## src/rtl/serial_adder_pkg.sv

```systemverilog
// Shared constants for the bit-serial adder controller: FSM state encoding
// and the default operand width.
`timescale 1ns/1ps
package serial_adder_pkg;

    localparam int DEFAULT_WIDTH = 8;

    typedef enum logic [1:0] {
        ST_IDLE = 2'd0,
        ST_RUN  = 2'd1,
        ST_DONE = 2'd2
    } state_t;

endpackage

```

## src/rtl/serial_fa_cell.sv

```systemverilog
// Combinational 1-bit full adder; the shared datapath cell that the
// controller steps through one operand bit per clock.
`timescale 1ns/1ps
module serial_fa_cell (
    input  logic a,
    input  logic b,
    input  logic ci,
    output logic sum,
    output logic co
);

    assign sum = a ^ b ^ ci;
    assign co  = (a & b) | (ci & (a ^ b));

endmodule

```

## src/rtl/serial_adder_ctrl.sv

```systemverilog
// Bit-serial adder controller: accepts {a,b,ci}, runs the full-adder cell
// LSB-first for WIDTH clocks, then presents {co,sum} until the consumer takes it.
`timescale 1ns/1ps
module serial_adder_ctrl
    import serial_adder_pkg::*;
#(
    parameter int WIDTH = DEFAULT_WIDTH
) (
    input  logic             clk,
    input  logic             rst,
    input  logic             in_valid,
    output logic             in_ready,
    input  logic [WIDTH-1:0] a,
    input  logic [WIDTH-1:0] b,
    input  logic             ci,
    output logic             out_valid,
    input  logic             out_ready,
    output logic [WIDTH-1:0] sum,
    output logic             co,
    output logic             busy
);

    localparam int CNT_W = (WIDTH > 1) ? $clog2(WIDTH) : 1;
    localparam logic [CNT_W-1:0] CNT_LAST = CNT_W'(WIDTH - 1);

    // Handshakes: a transfer happens on a rising edge where valid and ready are
    // both high. in_ready is high only in IDLE; out_valid is high only in DONE and
    // stays high, with sum/co frozen, until the edge where out_ready is seen.

    state_t           state;
    logic [WIDTH-1:0] a_sh;
    logic [WIDTH-1:0] b_sh;
    logic [WIDTH-1:0] sum_sh;
    logic [WIDTH-1:0] sum_sh_nxt;
    logic             carry;
    logic [CNT_W-1:0] cnt;
    logic             fa_s;
    logic             fa_co;

    serial_fa_cell u_fa (
        .a   (a_sh[0]),
        .b   (b_sh[0]),
        .ci  (carry),
        .sum (fa_s),
        .co  (fa_co)
    );

    // New sum bits enter at the MSB so that after WIDTH shifts bit 0 is the LSB.
    generate
        if (WIDTH == 1) begin : g_w1
            assign sum_sh_nxt = fa_s;
        end else begin : g_wn
            assign sum_sh_nxt = {fa_s, sum_sh[WIDTH-1:1]};
        end
    endgenerate

    always_ff @(posedge clk or posedge rst) begin
        if (rst) begin
            state     <= ST_IDLE;
            a_sh      <= '0;
            b_sh      <= '0;
            sum_sh    <= '0;
            carry     <= 1'b0;
            cnt       <= '0;
            sum       <= '0;
            co        <= 1'b0;
            in_ready  <= 1'b1;
            out_valid <= 1'b0;
            busy      <= 1'b0;
        end else begin
            case (state)
                ST_IDLE: begin
                    if (in_valid) begin
                        a_sh     <= a;
                        b_sh     <= b;
                        carry    <= ci;
                        cnt      <= '0;
                        sum_sh   <= '0;
                        state    <= ST_RUN;
                        in_ready <= 1'b0;
                        busy     <= 1'b1;
                    end
                end
                ST_RUN: begin
                    sum_sh <= sum_sh_nxt;
                    carry  <= fa_co;
                    a_sh   <= a_sh >> 1;
                    b_sh   <= b_sh >> 1;
                    if (cnt == CNT_LAST) begin
                        // Counter holds at the terminal value instead of wrapping.
                        state     <= ST_DONE;
                        sum       <= sum_sh_nxt;
                        co        <= fa_co;
                        out_valid <= 1'b1;
                    end else begin
                        cnt <= cnt + CNT_W'(1);
                    end
                end
                ST_DONE: begin
                    if (out_ready) begin
                        state     <= ST_IDLE;
                        out_valid <= 1'b0;
                        in_ready  <= 1'b1;
                        busy      <= 1'b0;
                    end
                end
                default: begin
                    state     <= ST_IDLE;
                    out_valid <= 1'b0;
                    in_ready  <= 1'b1;
                    busy      <= 1'b0;
                end
            endcase
        end
    end

endmodule

```

## config.mk

```make
export PLATFORM = sky130hd
export DESIGN_NAME = serial_adder_ctrl
export DESIGN_NICKNAME = d
export VERILOG_FILES = /design/src/rtl/serial_adder_pkg.sv /design/src/rtl/serial_fa_cell.sv /design/src/rtl/serial_adder_ctrl.sv
export SDC_FILE = /design/constraint.sdc
export NUM_CORES = 1
export LEC_CHECK = 0
export CAP_MARGIN = 10
export CORE_UTILIZATION = 39
export CTS_CLUSTER_SIZE = 14
export DETAILED_ROUTE_END_ITERATION = 6
export PLACE_DENSITY_LB_ADDON = 0.25
export SYNTH_ARGS = -nofsm -noshare
export SYNTH_HDL_FRONTEND = slang
export SYNTH_SLANG_ARGS = --single-unit
export TNS_END_PERCENT = 100
```

## constraint.sdc

```tcl
create_clock -name clk -period 4.2 [get_ports clk]
set_input_delay 0.84 -clock clk [delete_from_list [all_inputs] [get_ports clk]]
set_output_delay 0.84 -clock clk [all_outputs]
set_load 0.02 [all_outputs]
```

Word level (Yosys, flattened, before mapping)
Index checks and enable logic that the tools add are counted.
Storage, ports and cells
  register bits after elaboration: 42
  bits of input ports: 21
  output and inout port bits: 12
  word-level logic and storage cells: 57
Operators by class
  add/sub/neg operators: 1
  equality and inequality tests: 7
  mux-type cells: 23
  bitwise operators: 7
  reduce and logical (&&, ||, !) cells: 8
Operators by type and width (number)
  case mux 8 bit (2 select lines): 3
  two-way mux 8 bit: 3
  AND reduction 3 bit: 4
  case mux 1 bit (3 select lines): 3
  != test 2 bit (second input constant): 4
  two-way mux 1 bit: 6
  two-way mux 2 bit: 3
  two-way mux 3 bit: 2
  case mux 2 bit (3 select lines): 1
  case mux 3 bit (2 select lines): 1
  AND reduction 2 bit: 2
  adder 3 x 1 -> 3 bit (second input constant): 1
  == test 3 bit (second input constant): 1
  bitwise AND 1 bit: 2
  == test 2 x 1 -> 1 bit (second input constant): 1
  == test 2 bit (second input constant): 1
  zero test 2 bit: 1
  inverter 1 bit: 2
  case mux 1 bit (2 select lines): 1
  nonzero test 2 bit: 1
  bitwise XOR 1 bit: 2
  bitwise OR 1 bit: 1

Depth between registers and ports, before layout
Gate-level depths: netlist (run 1).
  word-level depth: 4
  mapped depth: 5
  mapped depth without buffers: 5

By module
From an unflattened synthesis (run 1), not the netlist that was laid out.
Second synthesis, totals
  cells, all modules: 153
  area total of the unflattened synthesis: 1875.5 um^2
By module, submodules not included
  serial_adder_ctrl: instances 1, cells an instance 152, area each 1855.5 um^2, sequential area each 1027.2 um^2
  serial_fa_cell: instances 1, cells an instance 1, area each 20.0 um^2, sequential area each 0.0 um^2

Worst setup path after synthesis (run 1)
Ideal clock, no wire load.
  path kind: input -> register
  from: input in_valid
  to: register cnt[0]
  setup time: 0.121 ns
  arrival time: 1.551 ns
  data required time: 4.079 ns
  setup slack: 2.528 ns
  cell stages on the path: 5
  buffers on the path: 2
  path through: nor2_2 -> or2_1 -> buf_6 -> buf_6 -> a22o_1
On the way
  longest elaborated chain between the ends: 2
Ends and longest elaborated chain
  start, declared: line serial_adder_ctrl.sv:11  | input logic in_valid,
  != test 2 bit (no source line)
  AND reduction 3 bit (no source line)
  end signal, assigned: line serial_adder_ctrl.sv:96  | cnt <= cnt + CNT_W'(1);
  end, declared: line serial_adder_ctrl.sv:36  | logic [CNT_W-1:0] cnt;
No other way between the ends.
A chain may end at the register's enable or synchronous reset.

Worst setup path after layout (run 1)
  from: register state[0]
  to: register co
On the way
  longest elaborated chain between the ends: 2
Ends and longest elaborated chain
  start, declared: line serial_adder_ctrl.sv:30  | state_t state;
  start signal, assigned: line serial_adder_ctrl.sv:59  | state <= ST_IDLE;
  start signal, assigned: line serial_adder_ctrl.sv:79  | state <= ST_RUN;
  start signal, assigned: line serial_adder_ctrl.sv:91  | state <= ST_DONE;
  == test 2 x 1 -> 1 bit: line serial_adder_ctrl.sv:71  | case (state)
  AND reduction 2 bit (no source line)
  end signal, assigned: line serial_adder_ctrl.sv:93  | co <= fa_co;
  end, declared: line serial_adder_ctrl.sv:19  | output logic co,
No other way between the ends.

==> results of run 1 <==
==> per-layer routing <==
layer / vias to the layer above / track usage
met5: - / 0
met4: 0 / 0.07333
met3: 9 / 0.03419
met2: 31 / 0.2618
met1: 663 / 0.2112
li1: 619 / -
==> layout make-up <==
cell class                      count  area, µm²
Fill cell                         401       2193
Inverter                            7      26.28
Sequential cell                    41       1027
Timing Repair Buffer               33      327.8
Tap cell                           52      65.06
Clock buffer                        7      76.32
Multi-Input combinational cell     97      723.2
Clock inverter                      1      5.005
==> cells in the mapped netlist, drive strengths merged <==
master  count
nor2        5
nor3b       9
fa          1
buf         8
nand3b      2
ha          2
inv         7
a22oi       4
a221oi      4
nand2      11
o221a       2
or2         1
a21o        1
mux2       10
a21oi      11
dfstp       1
nand2b      1
a22o       12
dfrtp      40
clkbuf      3
o22a        5
nor4bb      4
o21ai       5
nor2b       7
==> where the power goes <==
part	internal (µW)	switching, µW
clock network	117	128
registers	574	143
logic	344	290
total	1030	561
==> per-stage QoR <==
stage	hold slack, ns	instance area, µm²	std cells	util	power, µW
2_1_floorplan	0.4589	1846	156	-	1156
3_3_place_gp	0.4536	2170	230	0.4882	1340
3_5_place_dp	0.4661	2170	230	0.4882	1365
4_1_cts	0.4777	2251	238	0.5065	1615
5_1_grt	0.4986	2251	238	0.5065	1717
6_report	0.4746	2251	238	0.5065	1596
==> logic make-up (layout without fill, tap and decap cells) <==
group | count (synthesis) | after routing | share of synthesized area
compound gates | 44 | 44 | 0.1756
fa+ha+maj | 3 | 3 | 0.02441
buf+inv | 18 | 48 | 0.05152
flops | 41 | 41 | 0.5566
mux | 10 | 10 | 0.06102
simple gates | 40 | 40 | 0.1308
==> critical path: stages, from the launching register on <==
cell	delay, ns
sky130_fd_sc_hd__dfrtp_1	0.93
sky130_fd_sc_hd__nor2b_1	0.71
sky130_fd_sc_hd__nand2_1	0.48
sky130_fd_sc_hd__mux2_1	0.43
==> final timing paths <==
check	slack (ns)	end	depth (start not counted)
min in group asynchronous	0.97	a_sh[5]	3
min reg2reg	0.47	in_ready	2
max reg2reg	1.52	co	3
max	1.52	co	3
min	0.47	in_ready	2
max in group asynchronous	2.86	in_ready	3
==> state kept, by name, indices dropped and copies added (netlist names) <==
signal / count
in_ready: 1
cnt: 3
state: 2
a_sh: 8
sum_sh: 7
sum: 8
co: 1
busy: 1
b_sh: 8
out_valid: 1
carry: 1
==> impl_summary.txt, run 1 <==
----------------------------------------------------
[Drt]
  Metal-1 WL ... 1590 µm
  Wire length on met2 ... 1809 µm
  Number of DRC violations after detailed routing ... 0
  Count of TritonRoute iterations in the first routing pass ... 6
  Highest layer used for signal routing ... met4
  Count of antenna-violating nets left after detailed routing ... 0
  Routed length on met3 ... 143 µm
  Ratio of routed vias to standard cells ... 5.555
  Detailed-route wire length ... 3628 µm
  WL/cell ... 15.24 µm
  DRC marker count from the first detailed-route iteration ... ~90
  Total vias in the final route ... 1322

[Layout]
  Synthesis-to-finish area growth ... 21.97%
  Top library cells by usage in the layout, fill and taps aside ... 40 x sky130_fd_sc_hd__dfrtp_1, 32 x sky130_fd_sc_hd__clkdlybuf4s50_1, 12 x sky130_fd_sc_hd__a22o_1
  Commonest non-fill, non-tap cell in the layout ... sky130_fd_sc_hd__dfrtp_1
  Share of cells above drive strength 1 ... 0.06989
  Total Nets Final ... 209
  Diodes inserted ... 0

[Timing]
  Count of pins over their slew limit ... 0
  Worst relative slew slack ... 0.4041
  Clk_skew ... 0.008758 ns
  Ratio of final minimum period to clock period ... 0.6388
  Finish-stage setup viols ... 0
  Fin. Hold Viols ... 0
  Peak clock frequency supported by timing ... 372.7 MHz
  Final setup margin ... 1.517 ns
  Setup tns final ... 0 ns
  RSZ-0062 raised after global routing ... false
  Transition at the pin with the smallest max-transition slack ... 0.8938 ns
  Final critical-path required period ... 2.683 ns

[Global routing]
  Number of antenna violations at the first check in global routing ... 0
  Vias in the first global route ... 1305
  Global-route wire length before repair ... 6285 µm
  All-Layer GR Usage ... 0.1622
  Maximum number of pins on one net before global-route repair ... 42
  Total global routing overflow ... 0

[Floorplanning]
  Core Region ... approximately 4400 µm²
  Standard-cell rows ... 24
  Die outline height ... 70.79 µm
  I/O Pins ... 33
  Die X ... 70.79 µm
  Die area ... 5011 µm²
  Effective utilization at floorplan ... 0.4153

[Synthesis]
  Sequential cell area fraction in the yosys report ... 0.5566
  Number of nets produced by synthesis ... 180
  Synth area leaders ... sky130_fd_sc_hd__dfrtp_1 54%, sky130_fd_sc_hd__a22o_1 5.7%, sky130_fd_sc_hd__mux2_1 4.9%
  Cell count after synthesis ... 156
  Synthesis-stage register bit count ... 41
  Count of distinct cell types in the synthesized netlist ... 28
  Mean area per synthesized cell ... 11.83 µm²
  Netlist Area Pre-Place ... 1846 µm²
  Ys Warns ... 0
  Proportion of netlist area held by the largest area contributor ... 0.5424
  Yosys top cell by area ... sky130_fd_sc_hd__dfrtp_1

[Critical path]
  Startpoint type of the worst setup path ... flip-flop
  Launch point of the worst path ... state[0]
  Class of the most critical setup path ... flip-flop to flip-flop
  Kind of end point of the critical path ... flip-flop
  Launching point of the worst reg2reg path ... state[0]
  Arrival time of the worst setup path ... between 2 and 3 ns
  Endpoint required time on the critical path ... 4.37 ns
  Max Fanout on Critical Path ... 31

[Place]
  Gpl congestion ... between 0.7 and 0.8
  Placement-stage worst setup slack ... 1.452 ns
  Count of input and output buffers ... 32
  Dpl hpwl ... between 2000 and 2500 µm

[Clock network]
  Clock slew at the register clock pins of the worst setup and hold paths ... around 0.080 ns
  Post-cts repair resize count ... 0
  Number of setup buffers added after CTS ... 0
  Cell at the root of the clock tree ... sky130_fd_sc_hd__clkbuf_8
  Clock insertion delay at the later pin of the skew report ... 0.29 ns
  Clock Tree Buf Depth ... 2
  Clock tree sinks ... 41
  Clock buffers created by TritonCTS ... 5
  Max H-tree Level ... 2
  TritonCTS clock tree ... built
  Hold buffers post-CTS ... 0

[Power and ir drop]
  Power density normalized to cell area ... 708.9 nW/µm²
  Leakage ... 0.0009946 µW
  Peak supply drop ... about 250 µV

[Status]
  Outcome ... completed

[Worst hold path]
  Path category of the worst min-delay check ... flip-flop to flip-flop
  Worst Hold Launch ... in_ready

[Run]
  # Max-Cap Violations ... 0

----------------------------------------------------
Note: power is estimated with default switching activity, not from simulation.
==> run 2: changes to the inputs <==
Clock period 4.2 ns to 2.6 ns, I/O delays scaled along.
==> run 2 against run 1 <==
  * Non-clock buffer count up 4
  * Via count down 2.6%
  * Final area up 2.5%
  * Worst hold slack worse by 0.0056 ns
  * Critical endpoint is now in_ready
  * Largest power group unchanged
==> impl_summary.txt, run 2 (synthesized netlist as in run 1, its figures left out) <==
----------------------------------------------------
[Status]
  Outcome ... completed (unchanged)

[Critical path]
  Peak per-stage delay on the critical path ... 0.59 ns (was 0.93 ns)
  Kind of end point of the critical path ... output pin (was flip-flop)
  Sum of buffers and inverters on the critical path ... 1 (was 0)
  Worst path cell trace ... clkdlybuf4s50_1 (was nor2b_1 -> nand2_1 -> mux2_1)
  Cell type of the slowest stage on the worst timing path ... sky130_fd_sc_hd__clkdlybuf4s50_1 (was sky130_fd_sc_hd__dfrtp_1)
  Max Fanout on Critical Path ... 2 (was 31)
  Class of the most critical setup path ... flip-flop to output pin (was flip-flop to flip-flop)
  Startpoint type of the worst setup path ... flip-flop (unchanged)
  CP delay by family, top ... buffers and inverters (was simple AND/OR/NAND/NOR gates)
  Endpoint required time on the critical path ... 2.08 ns (was 4.37 ns)
  Arrival time of the worst setup path ... 1.42 ns (was 2.85 ns)

[Run]
  # Max-Cap Violations ... 0 (unchanged)

[Drt]
  Count of antenna-violating nets left after detailed routing ... 0 (unchanged)
  DRC marker count from the first detailed-route iteration ... 69 (was 92)
  Count of TritonRoute iterations in the first routing pass ... 6 (unchanged)
  Number of DRC violations after detailed routing ... 0 (unchanged)
  Detailed-route wire length ... 3565 µm (was 3628 µm)
  WL/cell ... 14.73 µm (was 15.24 µm)
  Total vias in the final route ... 1287 (was 1322)
  Ratio of routed vias to standard cells ... 5.318 (was 5.555)

[Power and ir drop]
  Power density normalized to cell area ... 1169 nW/µm² (was 708.9 nW/µm²)
  Net switching power figure ... 910.2 µW (was 561.1 µW)
  Switching share of total power ... 0.3375 (was 0.3516)
  Part of the power in the clock network ... 0.184 (was 0.154)
  Sequential group share of total power ... 0.412 (was 0.449)
  Leakage ... 0.001027 µW (was 0.0009946 µW)
  Logic pwr share ... 0.404 (was 0.397)
  Peak supply drop ... 559.4 µV (was 253.1 µV)
  Internal power of the cells ... 1787 µW (was 1035 µW)

[Global routing]
  All-Layer GR Usage ... 0.1605 (was 0.1622)
  Global-route wire length before repair ... 6237 µm (was 6285 µm)
  Number of antenna violations at the first check in global routing ... 0 (unchanged)
  Vias in the first global route ... 1303 (was 1305)
  Total global routing overflow ... 0 (unchanged)
  Maximum number of pins on one net before global-route repair ... 42 (unchanged)

[Place]
  Placed cell count ... 234 (was 230)
  Gpl congestion ... 0.7841 (was 0.7310)
  Dpl hpwl ... 2550 µm (was 2429 µm)
  Count of input and output buffers ... 32 (unchanged)

[Layout]
  Layout fillers ... 404 (was 401)
  Diodes inserted ... 0 (unchanged)
  Largest registers ... a_sh (8), b_sh (8), sum (8) (unchanged)
  Commonest non-fill, non-tap cell in the layout ... sky130_fd_sc_hd__dfrtp_1 (unchanged)
  Area taken by flip-flops and latches ... 1027 µm² (unchanged)
  Share of the core filled with cells ... 0.5191 (was 0.5065)
  Share of cells above drive strength 1 ... 0.09474 (was 0.06989)
  Non-filler cells, final ... 242 (was 238)
  Synthesis-to-finish area growth ... 25.02% (was 21.97%)
  Area used by multi-input combinational logic ... 723.2 µm² (unchanged)
  Top library cells by usage in the layout, fill and taps aside ... 40 x sky130_fd_sc_hd__dfrtp_1, 32 x sky130_fd_sc_hd__clkdlybuf4s50_1, 12 x sky130_fd_sc_hd__a22o_1 (unchanged)
  Total Nets Final ... 213 (was 209)

[Floorplanning]
  Die X ... 70.79 µm (unchanged)
  Die outline height ... 70.79 µm (unchanged)
  Core Region ... 4444 µm² (unchanged)
  I/O Pins ... 33 (unchanged)
  Effective utilization at floorplan ... 0.4153 (unchanged)
  Standard-cell rows ... 24 (unchanged)
  Die area ... 5011 µm² (unchanged)

[Clock network]
  Clock buffers created by TritonCTS ... 5 (unchanged)
  Hold buffers post-CTS ... 0 (unchanged)
  Max H-tree Level ... 2 (unchanged)
  Clock tree sinks ... 41 (unchanged)
  Clock insertion delay at the later pin of the skew report ... 0.29 ns (about the same)
  TritonCTS clock tree ... built (unchanged)
  Number of setup buffers added after CTS ... 0 (unchanged)
  Post-cts repair resize count ... 0 (unchanged)
  Clock Tree Buf Depth ... 2 (unchanged)
  Clock slew at the register clock pins of the worst setup and hold paths ... 0.07 ns (was 0.08 ns)
  Cell at the root of the clock tree ... sky130_fd_sc_hd__clkbuf_8 (unchanged)

[Timing]
  Finish-stage setup viols ... 0 (unchanged)
  Transition at the pin with the smallest max-transition slack ... 0.6039 ns (was 0.8938 ns)
  Peak clock frequency supported by timing ... 515.2 MHz
  Count of pins over their slew limit ... 0 (unchanged)
  Final critical-path required period ... 1.941 ns
  Worst hold-check slack ... 0.4690 ns (was 0.4746 ns)
  RSZ-0062 raised after global routing ... false (unchanged)
  Fin. Hold Viols ... 0 (unchanged)
  Ratio of final minimum period to clock period ... 0.7466
  Clk_skew ... 0.005869 ns (was 0.008758 ns)
  Setup tns final ... 0 ns (unchanged)
  Worst relative slew slack ... 0.5959 (was 0.4041)

[Worst hold path]
  Path category of the worst min-delay check ... flip-flop to flip-flop (unchanged)

----------------------------------------------------
==> run 2: path summary, 6_finish.rpt <==
kind | slack [ns] | start | depth (start not counted) | to
setup / recovery | 0.66 | in_ready | 1 | in_ready
hold / removal | 0.47 | in_ready | 2 | in_ready
setup reg to reg | 0.83 | cnt[0] | 4 | sum[1]
hold reg to reg | 0.47 | in_ready | 2 | in_ready
max in group asynchronous | 1.58 | rst | 3 | in_ready
min in group asynchronous | 0.64 | rst | 3 | a_sh[3]
==> run 2: tightest hold or removal path, delay by kind of cell (launching register included) <==
kind,cells,cell delay [ns]
compound gates,1,0.05
flops,1,0.38
buf+inv,1,0.04
==> run 2: per-layer routing <==
metal,track usage,vias up,wire [µm]
met2,0.2596,22,1809
met1,0.2101,632,1620
met5,0,-,0
li1,-,628,-
met3,0.05271,5,104
met4,0.04000,0,31
==> run 2: metrics by stage <==
step                      worst slack [ns]  area (µm²)  power (µW)
after detailed placement            0.5550        2200        2232
after global routing                0.6101        2307        2899
after floorplan                      1.130        1846        1867
after CTS                           0.6452        2307        2732
after global placement              0.5808        2200        2186
final                               0.6589        2307        2697
==> run 2: layout make-up <==
cell class              count  share of cell area
repair buffers             37              0.1551
inverters                   7             0.01139
flip-flops and latches     41              0.4452
well taps                  52             0.02820
clock inverters             2             0.01518
multi-input cells          97              0.3134
clock buffers               6             0.03145
==> run 2: power groups by stage <==
stage	combinational (µW)	sequential, µW	clock (µW)
final	1090	1110	497
after global routing	1210	1150	542
after CTS	1110	1110	511
after detailed placement	1110	1120	0
after global placement	1080	1110	0
after floorplan	689	1180	0
==> run 3: changes to the inputs <==
Clock period 2.6 ns to 1.7 ns, I/O delays scaled along.
==> run 3 against run 2 <==
  * Sequential share of layout area fell by 1.8 points
  * Worst setup slack got worse by 0.56 ns
  * Wire length is 5.4% higher
  * Largest cell class unchanged
  * Core utilization increased by 2.2 points
  * Critical path depth unchanged
  * Worst hold slack worse by 0.078 ns
  * Global-route usage grew 0.93 points
  * Die area unchanged
  * Flip-flop and latch count unchanged
==> impl_summary.txt, run 3 (synthesized netlist as in run 1, its figures left out) <==
----------------------------------------------------
[Global routing]
  Maximum number of pins on one net before global-route repair ... 42 (unchanged)
  Vias in the first global route ... 1444 (was 1303)
  Global-route wire length before repair ... 6589 µm (was 6237 µm)
  Total global routing overflow ... 0 (unchanged)
  Number of antenna violations at the first check in global routing ... 0 (unchanged)
  All-Layer GR Usage ... 0.1698 (was 0.1605)

[Critical path]
  Launching point of the worst reg2reg path ... cnt[0] (unchanged)
  Worst R2R Path Depth ... 5 (was 4)
  CP delay by family, top ... buffers and inverters (unchanged)
  Kind of end point of the critical path ... output pin (unchanged)
  R2r setup slk ... 0.17 ns (was 0.83 ns)
  Max Fanout on Critical Path ... 2 (unchanged)
  Cell type of the slowest stage on the worst timing path ... sky130_fd_sc_hd__clkdlybuf4s50_1 (unchanged)
  Class of the most critical setup path ... flip-flop to output pin (unchanged)
  Endpoint of the worst register-to-register path ... sum[6] (was sum[1])
  Peak per-stage delay on the critical path ... 0.61 ns (was 0.59 ns)
  Sum of buffers and inverters on the critical path ... 1 (unchanged)
  Arrival time of the worst setup path ... 1.27 ns (was 1.42 ns)
  Endpoint required time on the critical path ... 1.36 ns (was 2.08 ns)
  Startpoint type of the worst setup path ... flip-flop (unchanged)
  Worst path cell trace ... clkdlybuf4s50_1 (unchanged)

[Timing]
  Worst relative slew slack ... 0.7262 (was 0.5959)
  Ratio of final minimum period to clock period ... 0.9445
  Setup tns final ... 0 ns (unchanged)
  Finish-stage setup viols ... 0 (unchanged)
  Count of pins over their slew limit ... 0 (unchanged)
  Peak clock frequency supported by timing ... just over 600 MHz
  Clk_skew ... 0.004978 ns (was 0.005869 ns)
  RSZ-0062 raised after global routing ... false (unchanged)
  Final critical-path required period ... 1.606 ns
  Fin. Hold Viols ... 0 (unchanged)
  Transition at the pin with the smallest max-transition slack ... 0.4092 ns (was 0.6039 ns)

[Layout]
  Non-filler cells, final ... 250 (was 242)
  Top library cells by usage in the layout, fill and taps aside ... 40 x sky130_fd_sc_hd__dfrtp_1, 31 x sky130_fd_sc_hd__clkdlybuf4s50_1, 12 x sky130_fd_sc_hd__a22o_1 (was 40 x sky130_fd_sc_hd__dfrtp_1, 32 x sky130_fd_sc_hd__clkdlybuf4s50_1, 12 x sky130_fd_sc_hd__a22o_1)
  Share of the core filled with cells ... 0.5408 (was 0.5191)
  Synthesis-to-finish area growth ... 30.24% (was 25.02%)
  Largest registers ... a_sh (8), b_sh (8), sum (8) (unchanged)
  Commonest non-fill, non-tap cell in the layout ... sky130_fd_sc_hd__dfrtp_1 (unchanged)
  Share of cells above drive strength 1 ... 0.1364 (was 0.09474)
  Total Nets Final ... 221 (was 213)
  Diodes inserted ... 0 (unchanged)

[Floorplanning]
  Die outline height ... 70.79 µm (unchanged)
  Die area ... 5011 µm² (unchanged)
  Die X ... 70.79 µm (unchanged)
  I/O Pins ... 33 (unchanged)
  Core Region ... 4444 µm² (unchanged)
  Effective utilization at floorplan ... 0.4153 (unchanged)
  Standard-cell rows ... 24 (unchanged)

[Clock network]
  Clock buffers created by TritonCTS ... 5 (unchanged)
  Clock insertion delay at the later pin of the skew report ... 0.30 ns (was 0.29 ns)
  Max H-tree Level ... 2 (unchanged)
  Clock slew at the register clock pins of the worst setup and hold paths ... 0.08 ns (was 0.07 ns)
  TritonCTS clock tree ... built (unchanged)
  Hold buffers post-CTS ... 0 (unchanged)
  Clock tree sinks ... 41 (unchanged)
  Clock Tree Buf Depth ... 2 (unchanged)
  Cell at the root of the clock tree ... sky130_fd_sc_hd__clkbuf_8 (unchanged)

[Drt]
  Count of TritonRoute iterations in the first routing pass ... 6 (unchanged)
  Total vias in the final route ... 1362 (was 1287)
  Ratio of routed vias to standard cells ... 5.448 (was 5.318)
  Wire length on met2 ... 1864 µm (was 1809 µm)
  Detailed-route wire length ... 3756 µm (was 3565 µm)
  Metal-1 WL ... 1680 µm (was 1620 µm)
  Count of antenna-violating nets left after detailed routing ... 0 (unchanged)
  WL/cell ... 15.02 µm (was 14.73 µm)
  Highest layer used for signal routing ... met4 (unchanged)
  Routed length on met3 ... 109 µm (was 104 µm)
  DRC marker count from the first detailed-route iteration ... 64 (was 69)
  Number of DRC violations after detailed routing ... 0 (unchanged)

[Power and ir drop]
  Part of the power in the clock network ... 0.191 (was 0.184)
  Leakage ... 0.001082 µW (was 0.001027 µW)
  Logic pwr share ... 0.412 (was 0.404)
  Net switching power figure ... 1444 µW (was 910.2 µW)
  Switching share of total power ... 0.3366 (was 0.3375)
  Internal power of the cells ... 2847 µW (was 1787 µW)
  Total power after layout ... 4292 µW (was 2697 µW)
  Peak supply drop ... 712.2 µV (was 559.4 µV)
  Power density normalized to cell area ... 1786 nW/µm² (was 1169 nW/µm²)
  Sequential group share of total power ... 0.397 (was 0.412)

[Worst hold path]
  Path category of the worst min-delay check ... input port to async pin (was flip-flop to flip-flop)

[Run]
  # Max-Cap Violations ... 0 (unchanged)

[Place]
  Placed cell count ... 242 (was 234)
  Gpl congestion ... 0.7959 (was 0.7841)
  Dpl hpwl ... 2708 µm (was 2550 µm)
  Count of input and output buffers ... 32 (unchanged)

[Status]
  Outcome ... completed (unchanged)

----------------------------------------------------
run 3: how the worst max path moves through the flow:
stage / start / end / slack (ns) / cells after the start
final: busy / busy / 0.09 / 1
after global placement: in_valid / cnt[1] / 0.06 / 5
after detailed placement: in_valid / b_sh[1] / 0.03 / 5
after CTS: busy / busy / 0.09 / 1
after floorplan: cnt[0] / co / 0.23 / 5
after global routing: sum[7] / sum[7] / 0.05 / 1
run 3: power by group through the flow:
stage / Sequential [µW] / Combinational [µW] / Clock [µW]
after floorplan: 1800 / 1050 / 0
after global placement: 1700 / 1730 / 0
after detailed placement: 1720 / 1800 / 0
after CTS: 1710 / 1790 / 838
after global routing: 1760 / 1950 / 875
final: 1710 / 1770 / 820
run 3: layout make-up:
class / count / area, µm²
Clock buffer: 6 / 82.58
Clock inverter: 2 / 37.54
Fill cell: 393 / 2041
Inverter: 7 / 26.28
Multi-Input combinational cell: 97 / 723.2
Sequential cell: 41 / 1027
Tap cell: 52 / 65.06
Timing Repair Buffer: 45 / 441.7
run 3: layer usage:
| layer | GRT usage | up-vias |
|---|---|---|
| li1 | - | 647 |
| met1 | 0.2063 | 673 |
| met5 | 0 | - |
| met4 | 0.09111 | 0 |
| met2 | 0.2863 | 31 |
| met3 | 0.03276 | 11 |
run 3: repair_timing:
item	CTS	global route
endpoints found under the setup margin	1	0
setup buffers	0	0
gates resized for setup	1	0
run 3: stage by stage:
stage,setup WS (ns),cell area (µm²),hold slack (ns)
after floorplan,0.2304,1846,0.4589
after global placement,0.06425,2285,0.4593
after detailed placement,0.02858,2285,0.4674
after CTS,0.08674,2404,0.4044
after global routing,0.04626,2404,0.4147
final,0.09438,2404,0.3907
